## src/rtl/cpu10_pkg.sv

```systemverilog
// rtl/cpu10_pkg.sv - shared widths and index type for the 10-bit register file
package cpu10_pkg;

  localparam int DATA_W   = 10;
  localparam int ADDR_W   = 2;
  localparam int NUM_REGS = 4;

  typedef logic [ADDR_W-1:0] reg_idx_t;
  typedef logic [DATA_W-1:0] reg_data_t;

endpackage

```

## src/rtl/regfile_read_port.sv

```systemverilog
// rtl/regfile_read_port.sv - one combinational register read with same-cycle write forwarding
module regfile_read_port #(
  parameter int DATA_W   = cpu10_pkg::DATA_W,
  parameter int NUM_REGS = cpu10_pkg::NUM_REGS,
  parameter int ADDR_W   = cpu10_pkg::ADDR_W,
  parameter int ZERO_REG = 1
) (
  input  logic [NUM_REGS*DATA_W-1:0] i_regs_flat,
  input  logic [ADDR_W-1:0]          i_rd_addr,
  input  logic                       i_wr_en,
  input  logic [ADDR_W-1:0]          i_wr_addr,
  input  logic [DATA_W-1:0]          i_wr_data,
  output logic [DATA_W-1:0]          o_rd_data
);

  logic w_is_zero;
  logic w_fwd;

  assign w_is_zero = (ZERO_REG != 0) && (i_rd_addr == '0);
  assign w_fwd     = i_wr_en && (i_wr_addr == i_rd_addr);

  // Register 0 wins over forwarding so a discarded write never leaks out.
  always_comb begin
    o_rd_data = i_regs_flat[i_rd_addr*DATA_W +: DATA_W];
    if (w_is_zero) begin
      o_rd_data = '0;
    end else if (w_fwd) begin
      o_rd_data = i_wr_data;
    end
  end

endmodule

```

## src/rtl/regfile_read_10bit.sv

```systemverilog
// rtl/regfile_read_10bit.sv - 4x10 register file with a registered two-operand read response
module regfile_read_10bit #(
  parameter int DATA_W   = cpu10_pkg::DATA_W,
  parameter int NUM_REGS = cpu10_pkg::NUM_REGS,
  parameter int ADDR_W   = cpu10_pkg::ADDR_W,
  parameter int ZERO_REG = 1
) (
  input  logic              CLK,
  input  logic              RST_N,
  input  logic              wr_en,
  input  logic [ADDR_W-1:0] wr_addr,
  input  logic [DATA_W-1:0] wr_data,
  input  logic              req_valid,
  output logic              req_ready,
  input  logic [ADDR_W-1:0] rs1_addr,
  input  logic [ADDR_W-1:0] rs2_addr,
  output logic              rsp_valid,
  input  logic              rsp_ready,
  output logic [DATA_W-1:0] rs1_data,
  output logic [DATA_W-1:0] rs2_data
);

  logic [DATA_W-1:0]          r_regs [NUM_REGS];
  logic                       r_rsp_valid;
  logic [DATA_W-1:0]          r_rs1_data;
  logic [DATA_W-1:0]          r_rs2_data;
  logic [NUM_REGS*DATA_W-1:0] w_regs_flat;
  logic [DATA_W-1:0]          w_rs1_rd;
  logic [DATA_W-1:0]          w_rs2_rd;
  logic                       w_accept;
  logic                       w_wr_ok;

  for (genvar g = 0; g < NUM_REGS; g++) begin : g_flat
    assign w_regs_flat[g*DATA_W +: DATA_W] = r_regs[g];
  end

  assign req_ready = !r_rsp_valid || rsp_ready;
  assign w_accept  = req_valid && req_ready;
  assign w_wr_ok   = wr_en && !((ZERO_REG != 0) && (wr_addr == '0));

  regfile_read_port #(
    .DATA_W  (DATA_W),
    .NUM_REGS(NUM_REGS),
    .ADDR_W  (ADDR_W),
    .ZERO_REG(ZERO_REG)
  ) u_rs1_port (
    .i_regs_flat(w_regs_flat),
    .i_rd_addr  (rs1_addr),
    .i_wr_en    (wr_en),
    .i_wr_addr  (wr_addr),
    .i_wr_data  (wr_data),
    .o_rd_data  (w_rs1_rd)
  );

  regfile_read_port #(
    .DATA_W  (DATA_W),
    .NUM_REGS(NUM_REGS),
    .ADDR_W  (ADDR_W),
    .ZERO_REG(ZERO_REG)
  ) u_rs2_port (
    .i_regs_flat(w_regs_flat),
    .i_rd_addr  (rs2_addr),
    .i_wr_en    (wr_en),
    .i_wr_addr  (wr_addr),
    .i_wr_data  (wr_data),
    .o_rd_data  (w_rs2_rd)
  );

  always_ff @(posedge CLK) begin
    if (!RST_N) begin
      for (int i = 0; i < NUM_REGS; i++) begin
        r_regs[i] <= '0;
      end
      r_rsp_valid <= 1'b0;
      r_rs1_data  <= '0;
      r_rs2_data  <= '0;
    end else begin
      if (w_wr_ok) begin
        r_regs[wr_addr] <= wr_data;
      end
      // Operands are only loaded on accept, so a stalled response stays frozen.
      if (w_accept) begin
        r_rsp_valid <= 1'b1;
        r_rs1_data  <= w_rs1_rd;
        r_rs2_data  <= w_rs2_rd;
      end else if (rsp_ready) begin
        r_rsp_valid <= 1'b0;
      end
    end
  end

  assign rsp_valid = r_rsp_valid;
  assign rs1_data  = r_rs1_data;
  assign rs2_data  = r_rs2_data;

endmodule

```

## config.mk

```make
export PLATFORM = sky130hd
export DESIGN_NAME = regfile_read_10bit
export DESIGN_NICKNAME = d
export VERILOG_FILES = /design/src/rtl/cpu10_pkg.sv /design/src/rtl/regfile_read_port.sv /design/src/rtl/regfile_read_10bit.sv
export SDC_FILE = /design/constraint.sdc
export NUM_CORES = 1
export LEC_CHECK = 0
export CAP_MARGIN = 20
export CORE_MARGIN = 5
export CORE_UTILIZATION = 58
export CTS_CLUSTER_DIAMETER = 150
export DETAILED_ROUTE_END_ITERATION = 6
export PLACE_DENSITY = 0.85
export RECOVER_POWER = 100
export SLEW_MARGIN = 10
export SYNTH_ARGS = -nofsm -noshare
export SYNTH_HDL_FRONTEND = slang
export SYNTH_SLANG_ARGS = --single-unit
```

## constraint.sdc

```tcl
create_clock -name CLK -period 5 [get_ports CLK]
set_input_delay 1 -clock CLK [delete_from_list [all_inputs] [get_ports CLK]]
set_output_delay 1 -clock CLK [all_outputs]
set_load 0.05 [all_outputs]
```

# Word-level counts from Yosys, hierarchy flattened
# Memories as Yosys holds them, arrays and structs flattened.
# Cells that the tools add are included.
# op_classes
multipliers	2
mux	13
shift	2
n_reduce_logical	12
n_eq_ne	2
# ops
op	n
40-bit by 7-bit variable part select with 10-bit output	2
10-bit 2-to-1 mux	5
2-bit by 3-bit multiplier with 5-bit output, second input constant	2
10-bit OR reduction	1
1-bit 2-to-1 mux	7
2-bit logical NOT	3
2-bit equality test	2
1-bit logical AND	4
1-bit logical NOT	2
2-bit 2-to-1 mux	1
2-bit nonzero test	1
1-bit logical OR	1
# totals
word_cells	35
regBits	21
n_memories	1
input_bits	21
ramBits	40
# memory_table
name	depth	width	read_ports	rd_ports_with_merged_regs	wr	line	rtl
r_regs	4	10	4	0	4	regfile_read_10bit.sv:23	logic [DATA_W-1:0] r_regs [NUM_REGS];

# Depth between registers and ports, before layout
# logic_depth
depth_word	8
ltp_mapped	5
depth_no_buf	4

# Cells and area by module
# Synthesis repeated with hierarchy kept, for this count alone.
# hier_totals
hier_cells	286
area_unflattened_um2	2989.1
# by_module_without_submodules
module	cells_per_inst	n_inst	area_each_um2
regfile_read_10bit	184	1	2263.4
regfile_read_port	51	2	362.8

# Worst setup path before layout
# OpenSTA, ideal clock, no wires.
# synth_path
kind	input port to flip-flop
from	input port wr_en
to	memory r_regs[2][0] (enable)
cell_stages	3
path_buffers	1
arrival_time_ns	2.086
slack_ns	2.523
path_cell_list	clkbuf_1 > nand2_1 > o21ai_0
# synth_lines
item	line	rtl
start, declared	regfile_read_10bit.sv:10	input logic wr_en,
end, declared	regfile_read_10bit.sv:23	

# Worst setup path in the final report
# layout_path
from	input port rsp_ready
to	output port req_ready
# layout_via
elab_chain_cells	1
# layout_lines
item	line	rtl
start, declared	regfile_read_10bit.sv:18	input logic rsp_ready,
1-bit logical OR	regfile_read_10bit.sv:37	assign req_ready = !r_rsp_valid || rsp_ready;
end, declared	regfile_read_10bit.sv:14	output logic req_ready,
# Every way passes these cells.

==> results.sh <==
export IMPL_hp_class="reg2reg"
export IMPL_synth_seq_cells=61
export IMPL_path_delay_family="buffers and inverters"
export IMPL_syn_area_um2=2940
export IMPL_routabilityCongestion=0.824
export IMPL_synth_common_cells="40 x edfxtp_1, 30 x and2_1, 22 x nor2_1, 21 x dfxtp_1"
export IMPL_die_area_um2=6590
export IMPL_num_vias=1989
export IMPL_leakage_nw=1.41
export IMPL_crit_arrival_ps=2560
export IMPL_core_um2=5010
export IMPL_clockBufferDepth=2
export IMPL_seq_area_frac_synth_pct=55.2
export IMPL_setup_tns_ps=0
export IMPL_max_vdd_ir_drop_uv=234
export IMPL_synth_area_leader_cell="edfxtp_1"
export IMPL_critical_path_class="in2out"
export IMPL_multi_input_area_um2=1270
export IMPL_max_stage_delay_ps=900
export IMPL_worstRegToRegCells=4
export IMPL_cp_cell_sequence="clkdlybuf4s50_1, nand2b_1, dlygate4sd3_1"
export IMPL_initial_core_util_pct=58.6
export IMPL_cts_tree="done"
export IMPL_grt_usage_pct=21.7
export IMPL_min_period_ps=3560
export IMPL_cts_root_buf="clkbuf_8"
export IMPL_portBuffers=42
export IMPL_required_ps=4000
export IMPL_io_pins=43
export IMPL_end_kind="output port"
export IMPL_worstPathMaxFanout=5
export IMPL_clk_pin_slew_ps=60
export IMPL_cts_hold_buf=0
export IMPL_synth_top_cells_by_area="edfxtp_1 41%, dfxtp_1 14%, mux4_2 12%, a221o_1 6.8%, and2_1 6.4%"
export IMPL_clk_latency_ps=340
export IMPL_grt_max_degree=21
export IMPL_cp_start_kind="input port"
export IMPL_switching_power_mw=0.317
export IMPL_cts_sinks=61
export IMPL_rsz0062_at_grt="no"
export IMPL_hold_path_startpoint="rs1_data[6]$_SDFFE_PN0P_"
export IMPL_post_drt_wl_per_cell_um=18.8
export IMPL_fill_cells=355
export IMPL_cp_slowest_cell="dlygate4sd3_1"
export IMPL_fin_cells=346
export IMPL_max_freq_mhz=281
export IMPL_finalWirelength_mm=6.50
export IMPL_final_antenna_net_count=0
export IMPL_cts_resized=0
export IMPL_fin_crit_sh_pct=71.2
export IMPL_yosys_warnings=0
export IMPL_place_inst=330
export IMPL_drt_iter0_drc=151
export IMPL_pre_cts_ws_ps=1270
export IMPL_grt_pass1_vias=1947
export IMPL_slew_viol_final=0
export IMPL_reg2reg_slack_ps=3500
export IMPL_timing_max_cap_violations=0
export IMPL_drt_pass1_iter_count=4
export IMPL_die_w_um=81.2
export IMPL_pwr_share_seq_pct=49.6
export IMPL_synth_distinct_cells=22
export IMPL_synthMostInstantiatedCell="edfxtp_1"
export IMPL_worst_slew_pin_transition_ps=1100
export IMPL_syn_inst=221
export IMPL_fp_row_count=26
export IMPL_post_route_util_pct=71.8
export IMPL_powerDensity_nw_per_um2=336
export IMPL_syn_avg_cell_area_um2=13.3
export IMPL_power_mw=1.21
export IMPL_combPwrFrac_pct=16.8
export IMPL_area_growth_pct=22.4
export IMPL_dpl_hpwl_mm=4.76
export IMPL_synth_async_reset_ratio_pct=0
export IMPL_die_height_um=81.2
export IMPL_htreeDepth=3
export IMPL_synth_edf_count=40
export IMPL_reg2reg_from="rsp_valid$_SDFFE_PN0P_"
export IMPL_hold_end="rs1_data[6]$_SDFFE_PN0P_"
export IMPL_cp_num_buf_inv=2
export IMPL_finClkSkew_ps=5.26
export IMPL_cts_buffers=9
export IMPL_relSlewSlack_pct=26.2
export IMPL_setup_violations=0
export IMPL_status="complete, no violations"
export IMPL_clockPowerShare_pct=33.6
export IMPL_antenna_found_initial=0
export IMPL_synth_top_area_share_pct=40.9
export IMPL_synthFlopType="edfxtp_1"
export IMPL_min_path_cells=1
export IMPL_reg2reg_to="rs2_data[1]$_SDFFE_PN0P_"
export IMPL_sw_frac_of_total_pct=26.3
export IMPL_hold_viol=0
export IMPL_overflow=0
export IMPL_setup_slack_ps=1440
export IMPL_power_internal_mw=0.891
export IMPL_nNetsFinal=292
export IMPL_grt_pass1_wl_mm=10.0
export IMPL_drive_gt1_share_pct=10.1
export IMPL_register_area_um2=1620
export IMPL_postCtsSetupRepairBufs=0
export IMPL_drc=0
export IMPL_num_antenna_cells=0
export IMPL_avgViaCountPerCell=5.75
state kept, by name, summed over array words and instances (netlist names):
name and cells:
rsp_valid 1, rs1_data 10, rs2_data 10, r_regs 40
area by class of cell:
class | instances | share of cell area [%]
clock buffer | 13 | 3.86
clock inverter | 3 | 1.08
timing repair buffer | 44 | 12.0
sequential | 61 | 45.1
inverter | 2 | 0.209
tap | 70 | 2.44
multi-input combinational | 153 | 35.3
placed cells by master, fill, tap and decap left out, drive strengths merged, types with 3 or more instances in the layout:
cell type,n
edfxtp,40
and2,30
dlygate4sd3,26
nor2,22
dfxtp,21
and3,20
a221o,20
mux4,20
clkdlybuf4s50,16
nand2,15
clkbuf,14
conb,10
xnor2,4
nand3,3
cell families after synthesis:
logic type	after synthesis	synth area share (%)
AND/OR/NAND/NOR	94	17.0
XOR/XNOR	4	1.19
other	1	0.128
multiplexers	20	15.8
flip-flops	61	55.2
buffers and inverters	16	2.56
AO/OA/AOI/OAI	25	8.09
worst max path at each step:
stage                     cells after the start  startpoint                    endpoint  slack (ps)
after floorplan                               3       wr_en  r_regs[2][0]$_SDFFCE_PN0P_        2520
after global placement                        4       wr_en  r_regs[1][4]$_SDFFCE_PN0P_        1510
after detailed placement                      4       wr_en  r_regs[1][8]$_SDFFCE_PN0P_        1270
after CTS                                     3   rsp_ready                   req_ready        1510
after global routing                          4       wr_en  r_regs[1][7]$_SDFFCE_PN0P_        1390
final                                         3   rsp_ready                   req_ready        1440
per-layer routing:
layer,global-route usage [%],part of all wire [%],up-vias,routed length [um]
li1,-,-,944,-
met1,27.7,42,966,2710
met2,34.8,51,72,3290
met3,5.88,6.4,7,418
met4,9.46,1.2,0,78
met5,0,0,-,0
power by group through the flow:
stage	combinational, mW	clock, mW	sequential (mW)
final	0.203	0.407	0.599
after global routing	0.215	0.436	0.603
after CTS	0.209	0.413	0.599
after detailed placement	0.209	0	0.610
after global placement	0.204	0	0.606
after floorplan	0.0937	0	0.648
stage by stage:
step	area [um^2]	hold WS (ps)
floorplan	2970	765
global placement	3430	474
detailed placement	3430	473
CTS	3600	487
global route	3600	498
finish	3600	477
No activity file was read; power rests on OpenSTA's default activity.
